**src/rtl/fir_tdm_param.sv**
```systemverilog
// Time-multiplexed direct-form FIR: one shared registered multiplier walks all taps,
// then the accumulator is rounded, optionally saturated and presented on filtout.
module fir_tdm_param #(
  parameter int TAPS      = 4,
  parameter int DATA_W    = 8,
  parameter int COEF_W    = 8,
  parameter int OUT_SHIFT = 0,
  parameter int SATURATE  = 1
) (
  input  logic                       clk,
  input  logic                       rst_n,
  input  logic signed [DATA_W-1:0]   datain,
  input  logic                       datavalid,
  input  logic                       coef_we,
  input  logic [$clog2(TAPS)-1:0]    coef_addr,
  input  logic signed [COEF_W-1:0]   coef_wdata,
  output logic signed [DATA_W-1:0]   filtout,
  output logic                       done,
  output logic                       busy,
  output logic                       overrun
);

  localparam int AW     = $clog2(TAPS);
  localparam int PW     = DATA_W + COEF_W;
  localparam int ACC_W  = PW + AW;
  localparam int RW     = ACC_W + 1;
  localparam int RND_SH = (OUT_SHIFT > 0) ? OUT_SHIFT - 1 : 0;

  localparam logic signed [RW-1:0] RND_C =
    (OUT_SHIFT > 0) ? ({{(RW-1){1'b0}}, 1'b1} << RND_SH) : {RW{1'b0}};
  localparam logic signed [RW-1:0] MAX_C = {{(RW-DATA_W+1){1'b0}}, {(DATA_W-1){1'b1}}};
  localparam logic signed [RW-1:0] MIN_C = {{(RW-DATA_W+1){1'b1}}, {(DATA_W-1){1'b0}}};
  localparam logic [AW-1:0]        LAST_IDX = AW'(TAPS - 1);
  localparam logic [AW:0]          TAPS_C   = (AW+1)'(TAPS);

  typedef enum logic [1:0] {
    S_IDLE  = 2'd0,
    S_MAC   = 2'd1,
    S_DRAIN = 2'd2,
    S_OUT   = 2'd3
  } state_e;

  // The extra headroom bit keeps the rounding add from wrapping before the shift.
  function automatic logic signed [DATA_W-1:0] shape_out(input logic signed [ACC_W-1:0] acc);
    logic signed [RW-1:0]     r;
    logic signed [DATA_W-1:0] y;
    r = $signed({acc[ACC_W-1], acc}) + RND_C;
    r = r >>> OUT_SHIFT;
    if (SATURATE != 0) begin
      if (r > MAX_C) begin
        y = MAX_C[DATA_W-1:0];
      end else if (r < MIN_C) begin
        y = MIN_C[DATA_W-1:0];
      end else begin
        y = r[DATA_W-1:0];
      end
    end else begin
      y = r[DATA_W-1:0];
    end
    return y;
  endfunction

  state_e                    state_q, state_d;
  logic signed [DATA_W-1:0]  x_q    [TAPS];
  logic signed [DATA_W-1:0]  x_d    [TAPS];
  logic signed [COEF_W-1:0]  coef_q [TAPS];
  logic signed [COEF_W-1:0]  coef_d [TAPS];
  logic [AW-1:0]             idx_q, idx_d;
  logic signed [PW-1:0]      prod_q, prod_d;
  logic signed [ACC_W-1:0]   acc_q, acc_d;
  logic signed [DATA_W-1:0]  filt_q, filt_d;
  logic                      done_q, done_d;
  logic                      ovr_q, ovr_d;

  logic signed [PW-1:0]      mul_a_s, mul_b_s;
  logic signed [ACC_W-1:0]   prod_ext_s;
  logic                      coef_ok_s;

  assign mul_a_s    = {{COEF_W{x_q[idx_q][DATA_W-1]}}, x_q[idx_q]};
  assign mul_b_s    = {{DATA_W{coef_q[idx_q][COEF_W-1]}}, coef_q[idx_q]};
  assign prod_ext_s = {{AW{prod_q[PW-1]}}, prod_q};
  assign coef_ok_s  = (state_q == S_IDLE) && ({1'b0, coef_addr} < TAPS_C);

  assign busy    = (state_q != S_IDLE);
  assign filtout = filt_q;
  assign done    = done_q;
  assign overrun = ovr_q;

  // State register.
  always_ff @(posedge clk or negedge rst_n) begin
    if (!rst_n) begin
      state_q <= S_IDLE;
    end else begin
      state_q <= state_d;
    end
  end

  // Next-state logic.
  always_comb begin
    state_d = state_q;
    case (state_q)
      S_IDLE: begin
        if (datavalid) begin
          state_d = S_MAC;
        end else begin
          state_d = S_IDLE;
        end
      end
      S_MAC: begin
        if (idx_q == LAST_IDX) begin
          state_d = S_DRAIN;
        end else begin
          state_d = S_MAC;
        end
      end
      S_DRAIN: state_d = S_OUT;
      S_OUT:   state_d = S_IDLE;
      default: state_d = S_IDLE;
    endcase
  end

  // Datapath next values: delay line, coefficients, MAC pipeline and outputs.
  always_comb begin
    x_d    = x_q;
    coef_d = coef_q;
    idx_d  = idx_q;
    prod_d = prod_q;
    acc_d  = acc_q;
    filt_d = filt_q;
    done_d = 1'b0;
    ovr_d  = 1'b0;

    if (coef_we && coef_ok_s) begin
      coef_d[coef_addr] = coef_wdata;
    end else begin
      coef_d = coef_q;
    end

    case (state_q)
      S_IDLE: begin
        if (datavalid) begin
          x_d[0] = datain;
          for (int k = 1; k < TAPS; k++) begin
            x_d[k] = x_q[k-1];
          end
          acc_d = {ACC_W{1'b0}};
          idx_d = {AW{1'b0}};
        end else begin
          idx_d = idx_q;
        end
      end
      S_MAC: begin
        prod_d = mul_a_s * mul_b_s;
        // The product register is one tap behind, so the first MAC edge adds nothing.
        if (idx_q != {AW{1'b0}}) begin
          acc_d = acc_q + prod_ext_s;
        end else begin
          acc_d = acc_q;
        end
        if (idx_q == LAST_IDX) begin
          idx_d = {AW{1'b0}};
        end else begin
          idx_d = idx_q + AW'(1);
        end
        ovr_d = datavalid;
      end
      S_DRAIN: begin
        acc_d = acc_q + prod_ext_s;
        ovr_d = datavalid;
      end
      S_OUT: begin
        filt_d = shape_out(acc_q);
        done_d = 1'b1;
        ovr_d  = datavalid;
      end
      default: begin
        done_d = 1'b0;
      end
    endcase
  end

  // Datapath registers.
  always_ff @(posedge clk or negedge rst_n) begin
    if (!rst_n) begin
      for (int k = 0; k < TAPS; k++) begin
        x_q[k]    <= '0;
        coef_q[k] <= '0;
      end
      idx_q  <= '0;
      prod_q <= '0;
      acc_q  <= '0;
      filt_q <= '0;
      done_q <= 1'b0;
      ovr_q  <= 1'b0;
    end else begin
      x_q    <= x_d;
      coef_q <= coef_d;
      idx_q  <= idx_d;
      prod_q <= prod_d;
      acc_q  <= acc_d;
      filt_q <= filt_d;
      done_q <= done_d;
      ovr_q  <= ovr_d;
    end
  end

endmodule

```
**config.mk**
```make
export PLATFORM = sky130hd
export DESIGN_NAME = fir_tdm_param
export DESIGN_NICKNAME = d
export VERILOG_FILES = /design/src/rtl/fir_tdm_param.sv
export SDC_FILE = /design/constraint.sdc
export NUM_CORES = 1
export LEC_CHECK = 0
export CELL_PAD_IN_SITES_DETAIL_PLACEMENT = 0
export CELL_PAD_IN_SITES_GLOBAL_PLACEMENT = 1
export CORE_MARGIN = 4
export CORE_UTILIZATION = 50
export CTS_BUF_LIST = sky130_fd_sc_hd__clkbuf_2 sky130_fd_sc_hd__clkbuf_4 sky130_fd_sc_hd__clkbuf_8
export DETAILED_ROUTE_END_ITERATION = 10
export PLACE_DENSITY_LB_ADDON = 0.1
export SLEW_MARGIN = 0
export SYNTH_ARGS = -nofsm -noshare
export SYNTH_HDL_FRONTEND = slang
export SYNTH_SLANG_ARGS = --single-unit
```
**constraint.sdc**
```tcl
create_clock -name clk -period 13.35 [get_ports clk]
set_input_delay 2.0025 -clock clk [delete_from_list [all_inputs] [get_ports clk]]
set_output_delay 2.0025 -clock clk [all_outputs]
set_load 0.02 [all_outputs]
```
* Word level (Yosys, flattened, before mapping)
Cells that the tools add are included.
Word-level totals: memory bits (read-only) 0, RAM bits 0, bits of input ports 22, output and inout bits 11, logic and storage cells 64, latch bits 0, register bits 112, memories 0
Cells by class: order comparisons 5, mux-type cells 22, shift operators 0, $add $sub $neg 2, div/mod/pow operators 0, reductions and logical operators 11, multiply operators 1, bitwise logic cells 2, equal/unequal tests 6
Operators with widths (number):
- $mux 8 | 7
- $pmux 18 s3 | 1
- $mux 18 | 2
- $bmux 8 s2 | 2
- $bwmux 32 | 1
- $add 18x16->18 | 1
- $gt 18x8->1 const B | 1
- $lt 18x8->1 const B | 1
- $demux 8 s2 | 1
- $mul 8x8->16 | 1
- $pmux 2 s4 | 1
- $eq 2x2->1 const B | 3
- $ge 3x3->1 const B | 2
- $mux 2 | 3
- $not 2->3 | 2
- $reduce_bool 2->1 | 3
- $ne 2x2->1 const B | 2
- $pmux 2 s2 | 1
- $reduce_and 2->1 | 2
- $lt 3x1->1 const B | 1
- $mux 1 | 3
- $reduce_and 3->1 | 1
- $reduce_bool 3->1 | 1
- $reduce_or 3->1 | 1
- other kinds (4) | 5

* Logic depth before layout (Yosys ltp)
Gate-level depths: netlist of the first run.
depth in word-level cells 6, gate-level depth with buffers 21, mapped depth without buffers 19

* Least setup slack after synthesis of the first run
No wires, ideal clock.
path kind flip-flop to flip-flop, start register idx_q[0], end register prod_q[15], path buffers 2, library setup time 0.092 ns, clock period less this slack 5.321 ns, slack 8.029 ns, data arrival time 5.229 ns, data required time 13.258 ns, cell stages (with the launch flop) 19, cells stage by stage dfrtp_1 -> buf_4 -> buf_4 -> mux4_2 -> and2_1 -> ha_1 -> inv_1 -> fa_1 -> inv_1 -> fa_1 -> inv_1 -> fa_1 -> inv_1 -> ha_1 -> o31a_1 -> a2111oi_2 -> o21ai_1 -> and3_1 -> o31ai_2
On the way: cells in the longest elaborated chain, start to end 5, elaborated cells on any way between the ends 8, classes of those cells mul (1); mux (6); bitwise (1)
RTL lines:
- start: declaration | line 68 | logic [AW-1:0] idx_q, idx_d;
- start signal: assignment | line 198 | idx_q <= idx_d;
- $not 2->3 (implied by the code) (*) | line 79, 80
- $bmux 8 s2, on equally long branches | line 79, 80
- $mux 8, on equally long branches (2 in a row) | line 79, 80
- $mul 8x8->16 (*) | line 153 | prod_d = mul_a_s * mul_b_s;
- end signal: assignment | line 199 | prod_q <= prod_d;
- end: declaration | line 69 | logic signed [PW-1:0] prod_q, prod_d;
Mark *: on every way between the ends. The rest lies on a longest branch, timed or not. The select of a mux whose other input is x is not followed. A chain may end at the register's enable or synchronous reset.

* Final worst setup path of the first run
Ends and elaborated chain as after synthesis.

==> impl_results.md, run 1 <==
* Status: finished, final reports clean
* CP Launch Type: register
* Max clock buf depth at 2
* Most used flip-flop cell after synthesis: dfrtp_1
* Initial Util at 0.5191
* Synth Cell Area at 0.008008 mm2
* Worst path required time at 13.65 ns
* Synth warn at 0
* Most frequent cells in the layout: 112 x dfrtp_1, 105 x inv_1, 73 x mux2_2
* Share of cells above drive strength 1 at 0.1558
* HP Class: register to register
* Cts bufs inserted at 9
* First-pass GRT wire length at 27.54 mm
* Vias at 5386
* Post-synthesis sequential area ratio at 0.3500
* CTS sink cnt at 112
* CTS hold repair buffers at 0
* R2r startpoint: idx_q[0]
* Antenna Nets Post-Route at 0
* Reg2Reg Depth at 17
* Mean post-synth cell area at 11.01 um2
* FF+latch count, synth at 112
* Critical path's top delay family: adder cells
* H-tree depth at 3
* Final WL at 15.98 mm
* RR Endpoint: prod_q[15]
* Pre-antenna DRT Iters at 4
* Final setup fails at 0
* Routed wl met3 at 434 um
* M1 wire length at 7.386 mm
* Largest net degree at the start of global routing at 67
* Worst path most repeated cell: inv_1
* Vias per inst at 5.524
* EDFF count, synth at 0
* Max frequency at 177.6 MHz
* Setup TNS at 0 ns
* Distinct cells, synth at 60
* Io pins at 33
* Critical path peak fanout at 18
* Final Slew Violations at 0
* Cells after Synth at 727
* CTS root buf: clkbuf_8
* GR Util All Layers at 0.1888
* Row count at 45
* Layout Nets at 889
* Grt total ovfl at 0
* CTS tree: yes
* Area of the core at 0.01543 mm2
* Dpl hpwl at 12.54 mm
* Hold path cells at 1
* Worst Tran Pin Value at 0.8314 ns
* Clk Latency, worst-skew pair at 0.39 ns
* DIE AREA at 0.01810 mm2
* Leading cell type in the layout, fill and taps excluded: dfrtp_1
* Post-synth ARST share at 1.000
* Avg WL per Cell at 16.39 um
* Post-CTS resize count at 0
* Worst Path Buf+Inv at 5
* Worst setup endpoint: prod_q[15]
* Antenna cells at 0
* Slowest cell on crit path: mux4_2
* Die Y-Extent at 134.6 um
* Fin Clk Skew at 0.01138 ns
* Clk pin slew, worst setup/hold paths at 0.11 ns
* Arrival time worst endpoint at 5.93 ns
* Uppermost layer routed: met4
* Final min period at 5.632 ns
* Crit-path max cell delay at 0.66 ns
* Max Cap Viol at 0
* Crit-path cells: buf_4, mux4_2, and2_1, ha_1, inv_1, fa_1, inv_1, fa_1, inv_1, fa_1, inv_1, ha_1, o31a_1, a2111oi_2, o21ai_1, and3_1, o31ai_2
* I/O Buffers at 32
* Max transition margin at 0.4457
* Setup slack, reg-to-reg at 7.72 ns
* Postcts setup bufs at 0
* DR iter-0 viols at 236
* Final Hold Fails at 0
* Critical Path End Type: register
* Critical setup path kind: register to register
* CP Depth at 17
* GPL Wtd Cong at 0.8020
* Die width at 134.6 um
* Metal2 WL at 7.737 mm
* RSZ-0062 raised after global routing: false
* Initial antenna violation count at 0
* Post-synth net total at 856
* DRC at 0
* Area grow syn2layout at 9.203%
* Critical Path Start: idx_q[0]
* Vias in the first global route at 5660
* Fin crit share at 0.4219
-- layout make-up --
| cell class | count | area (um2) |
|---|---|---|
| repair buffers | 36 | 347.8 |
| clock buffers | 9 | 123.9 |
| inverters | 106 | 397.9 |
| clock inverters | 6 | 62.56 |
| flip-flops and latches | 112 | 2803 |
| well taps | 211 | 264.0 |
| multi-input cells | 495 | 4746 |
| fillers | 1351 | 6683 |
-- cell usage after synthesis, types with 12 or more instances --
| cell type | count | share of area |
|---|---|---|
| ha_1 | 51 | 0.080 |
| o21ai_0 | 26 | 0.016 |
| o21ai_1 | 12 | 0.0075 |
| and2_1 | 44 | 0.034 |
| mux2_2 | 73 | 0.10 |
| nand2_1 | 50 | 0.023 |
| inv_1 | 105 | 0.049 |
| a21oi_1 | 17 | 0.011 |
| dfrtp_1 | 112 | 0.35 |
| fa_1 | 56 | 0.14 |
| nor2_1 | 22 | 0.010 |
| xnor2_1 | 14 | 0.015 |
| mux4_2 | 15 | 0.042 |
-- through the flow --
stage               utilization  cells  hold slack, ns  setup WS [ns]  cell area (um2)
finish                   0.5668    975          0.5180          7.718             8745
global route             0.5668    975          0.5339          7.283             8745
CTS                      0.5668    975          0.5180          7.654             8745
detailed placement       0.5547    960          0.4932          7.696             8558
global placement         0.5547    960          0.4825          7.757             8558
floorplan                     -    727          0.4581          8.029             8008
-- logic make-up (layout without fill, tap and decap cells) --
kind of cell | after synthesis | after routing | share of synthesized area
compound gates | 128 | 128 | 0.1084
simple gates | 149 | 149 | 0.09438
mux | 89 | 89 | 0.1461
flops | 112 | 112 | 0.3500
fa+ha+maj | 107 | 107 | 0.2197
xor+xnor | 22 | 22 | 0.02406
buf+inv | 120 | 157 | 0.05734
-- sequential cells by signal (all words and copies together) (netlist names), named ones only --
name / count
acc_q: 18
coef_q: 32
done: 1
filtout: 8
idx_q: 2
overrun: 1
prod_q: 16
state_q: 1
x_q: 32
-- routing by layer --
| metal | GRT usage | up-vias |
|---|---|---|
| met5 | 0 | - |
| met4 | 0.06222 | 0 |
| met3 | 0.03279 | 30 |
| met2 | 0.3170 | 87 |
| met1 | 0.2507 | 2703 |
| li1 | - | 2566 |
-- how the worst min path moves through the flow --
stage                      end  slack (ns)       start
finish              prod_q[13]        0.52  prod_q[13]
detailed placement  coef_q[19]        0.49  coef_q[19]
floorplan           prod_q[12]        0.46  prod_q[12]
CTS                 coef_q[19]        0.52  coef_q[19]
global placement        x_q[4]        0.48      x_q[4]
global route            x_q[3]        0.53      x_q[3]
Power of run 1 is not shown: default switching activity piles up to over one toggle a cycle in this logic, so the estimate is an artifact.
==> inputs of run 2 (changes only) <==
- CORE_UTILIZATION: 50 -> 46
- clock period: 13.35 -> 4.8 ns (I/O delays scaled with it)
==> impl_results.md, run 2 (synthesis results as in run 1) <==
* Area taken by multi-input logic gates at 0.004954 mm2 (+4.4%)
* Worst path required time at 5.11 ns (-8.54 ns)
* H-tree depth at 3 (unchanged)
* GPL Wtd Cong at 0.8665 (+8.0%)
* Failing checks: negative setup slack
* Cts bufs inserted at 9 (unchanged)
* Critical path peak fanout at 6 (-12)
* Filler cell count at 1478 (+9.4%)
* CTS sink cnt at 112 (unchanged)
* DRC at 0 (unchanged)
* Final setup fails at 6 (+6)
* Vias per inst at 5.359 (-3.0%)
* Pre-antenna DRT Iters at 4 (unchanged)
* Pre-CTS setup slack at -0.3342 ns (-8.031 ns)
* I/O Buffers at 32 (unchanged)
* Antenna cells at 0 (unchanged)
* Max clock buf depth at 2 (unchanged)
* Max transition margin at 0.4641 (+0.01837)
* Most frequent cells in the layout: 111 x dfrtp_1, 95 x inv_1, 73 x mux2_2
* CTS tree: yes
* HP Class: input pin to async pin
* Biggest regs: coef_q: 32 flops, x_q: 32 flops, acc_q: 18 flops
* Initial antenna violation count at 0 (unchanged)
* Fin Hold WS at 0.3951 ns (-0.1229 ns)
* Reg area at 0.002804 mm2 (about the same)
* Row count at 47 (+4.4%)
* Final setup margin at -0.2860 ns (-8.004 ns)
* Clk Latency, worst-skew pair at 0.39 ns (about the same)
* Layout Nets at 952 (+7.1%)
* DIE AREA at 0.01958 mm2 (+8.2%)
* Fin crit share at 1.060 (+0.6377)
* Io pins at 33 (unchanged)
* Fin area at 0.009493 mm2 (+8.6%)
* Area of the core at 0.01682 mm2 (+9.0%)
* Share of cells above drive strength 1 at 0.2754 (+0.1196)
* Clk pin slew, worst setup/hold paths at 0.12 ns (about the same)
* Initial Util at 0.4761 (-0.04294)
* Area grow syn2layout at 18.55%
* First-pass GRT wire length at 30.28 mm (+10%)
* Vias at 5616 (+4.3%)
* Critical Path End Type: register
* Leading cell type in the layout, fill and taps excluded: dfrtp_1
* Arrival time worst endpoint at 5.40 ns (-0.53 ns)
* CP Launch Type: register
* Final WL at 17.06 mm (+6.8%)
* Dpl cell area at 0.009072 mm2 (+6.0%)
* Vias in the first global route at 6197 (+9.5%)
* Critical setup path kind: register to register
* GR Util All Layers at 0.1864 (-0.002421)
* Antenna Nets Post-Route at 0 (unchanged)
* Grt total ovfl at 0 (unchanged)
* RSZ-0062 raised after global routing: true
* Largest net degree at the start of global routing at 67 (unchanged)
* DR iter-0 viols at 204 (-14%)
* Final Slew Violations at 0 (unchanged)
* CTS root buf: clkbuf_8
* Max Cap Viol at 0 (unchanged)
* Die Y-Extent at 139.9 um (+4.0%)
* Avg WL per Cell at 16.27 um (-0.68%)
* Fin Clk Skew at 0.01264 ns (+0.001260 ns)
* Max frequency at 196.6 MHz (+11%)
* Final Hold Fails at 0 (unchanged)
* Final min period at 5.086 ns (-0.5458 ns)
* Dpl hpwl at 13.26 mm (+5.8%)
* Die width at 139.9 um (+4.0%)
* Worst Tran Pin Value at 0.8038 ns (-0.02756 ns)
* Status: complete, but fails checks
==> run 2: critical path: stages (launching register included) <==
cell	delay (ns)
dfrtp_2	0.47
clkbuf_16	0.19
mux4_2	0.58
and2_4	0.20
fa_1	0.56
fa_1	0.45
fa_1	0.54
inv_1	0.05
fa_1	0.54
inv_2	0.05
ha_4	0.23
o21a_1	0.19
o31a_1	0.15
a2111oi_4	0.35
o21ai_1	0.11
and3_1	0.18
o31ai_2	0.16
==> run 2: path summary, 6_finish.rpt <==
check / start / endpoint / slack [ns] / cells after the start
min reg2reg: x_q[0] / x_q[0] / 0.52 / 1
max reg2reg: idx_q[0] / prod_q[15] / -0.29 / 16
max in group asynchronous: rst_n / idx_q[0] / 3.24 / 2
min: rst_n / x_q[23] / 0.40 / 1
max: idx_q[0] / prod_q[15] / -0.29 / 16
min in group clk: x_q[0] / x_q[0] / 0.52 / 1
==> run 2: layer usage <==
metal / track usage / vias to the layer above / share of wire
met2: 0.3110 / 69 / 0.50
met5: 0 / - / 0
li1: - / 2678 / -
met1: 0.2522 / 2844 / 0.46
met4: 0.06119 / 0 / 0.020
met3: 0.02693 / 25 / 0.021
==> run 2: cell type report <==
type,count,area share
Clock inverter,7,0.007513
Sequential cell,112,0.2954
Tap cell,220,0.02900
Timing Repair Buffer,99,0.09134
Inverter,106,0.04191
Clock buffer,9,0.01305
Multi-Input combinational cell,495,0.5218
==> run 2: stage by stage <==
| stage | std cells | setup TNS, ns | util |
|---|---|---|---|
| floorplan | 727 | -0.5707 | - |
| global placement | 1021 | -1.100 | 0.5394 |
| detailed placement | 1021 | -1.397 | 0.5394 |
| CTS | 1046 | -1.190 | 0.5610 |
| global route | 1048 | -2.489 | 0.5644 |
| finish | 1048 | -1.218 | 0.5644 |
==> run 2: timing repair <==
item                                   CTS  global route
pin swaps                               13             8
endpoints found under the hold margin    0             0
resized for setup                       23            16
setup endpoints to repair                6             8
buffers inserted                         9             2
hold buffers                             0             0
gates cloned                             1             0
Power of run 2 is left out for the same reason.
==> inputs of run 3 (changes only) <==
- SLEW_MARGIN: 0 -> 25
==> results of run 3 <==
No change in the layout: final DEF, timing and power equal those of run 2.
Power of run 3 is left out for the same reason.
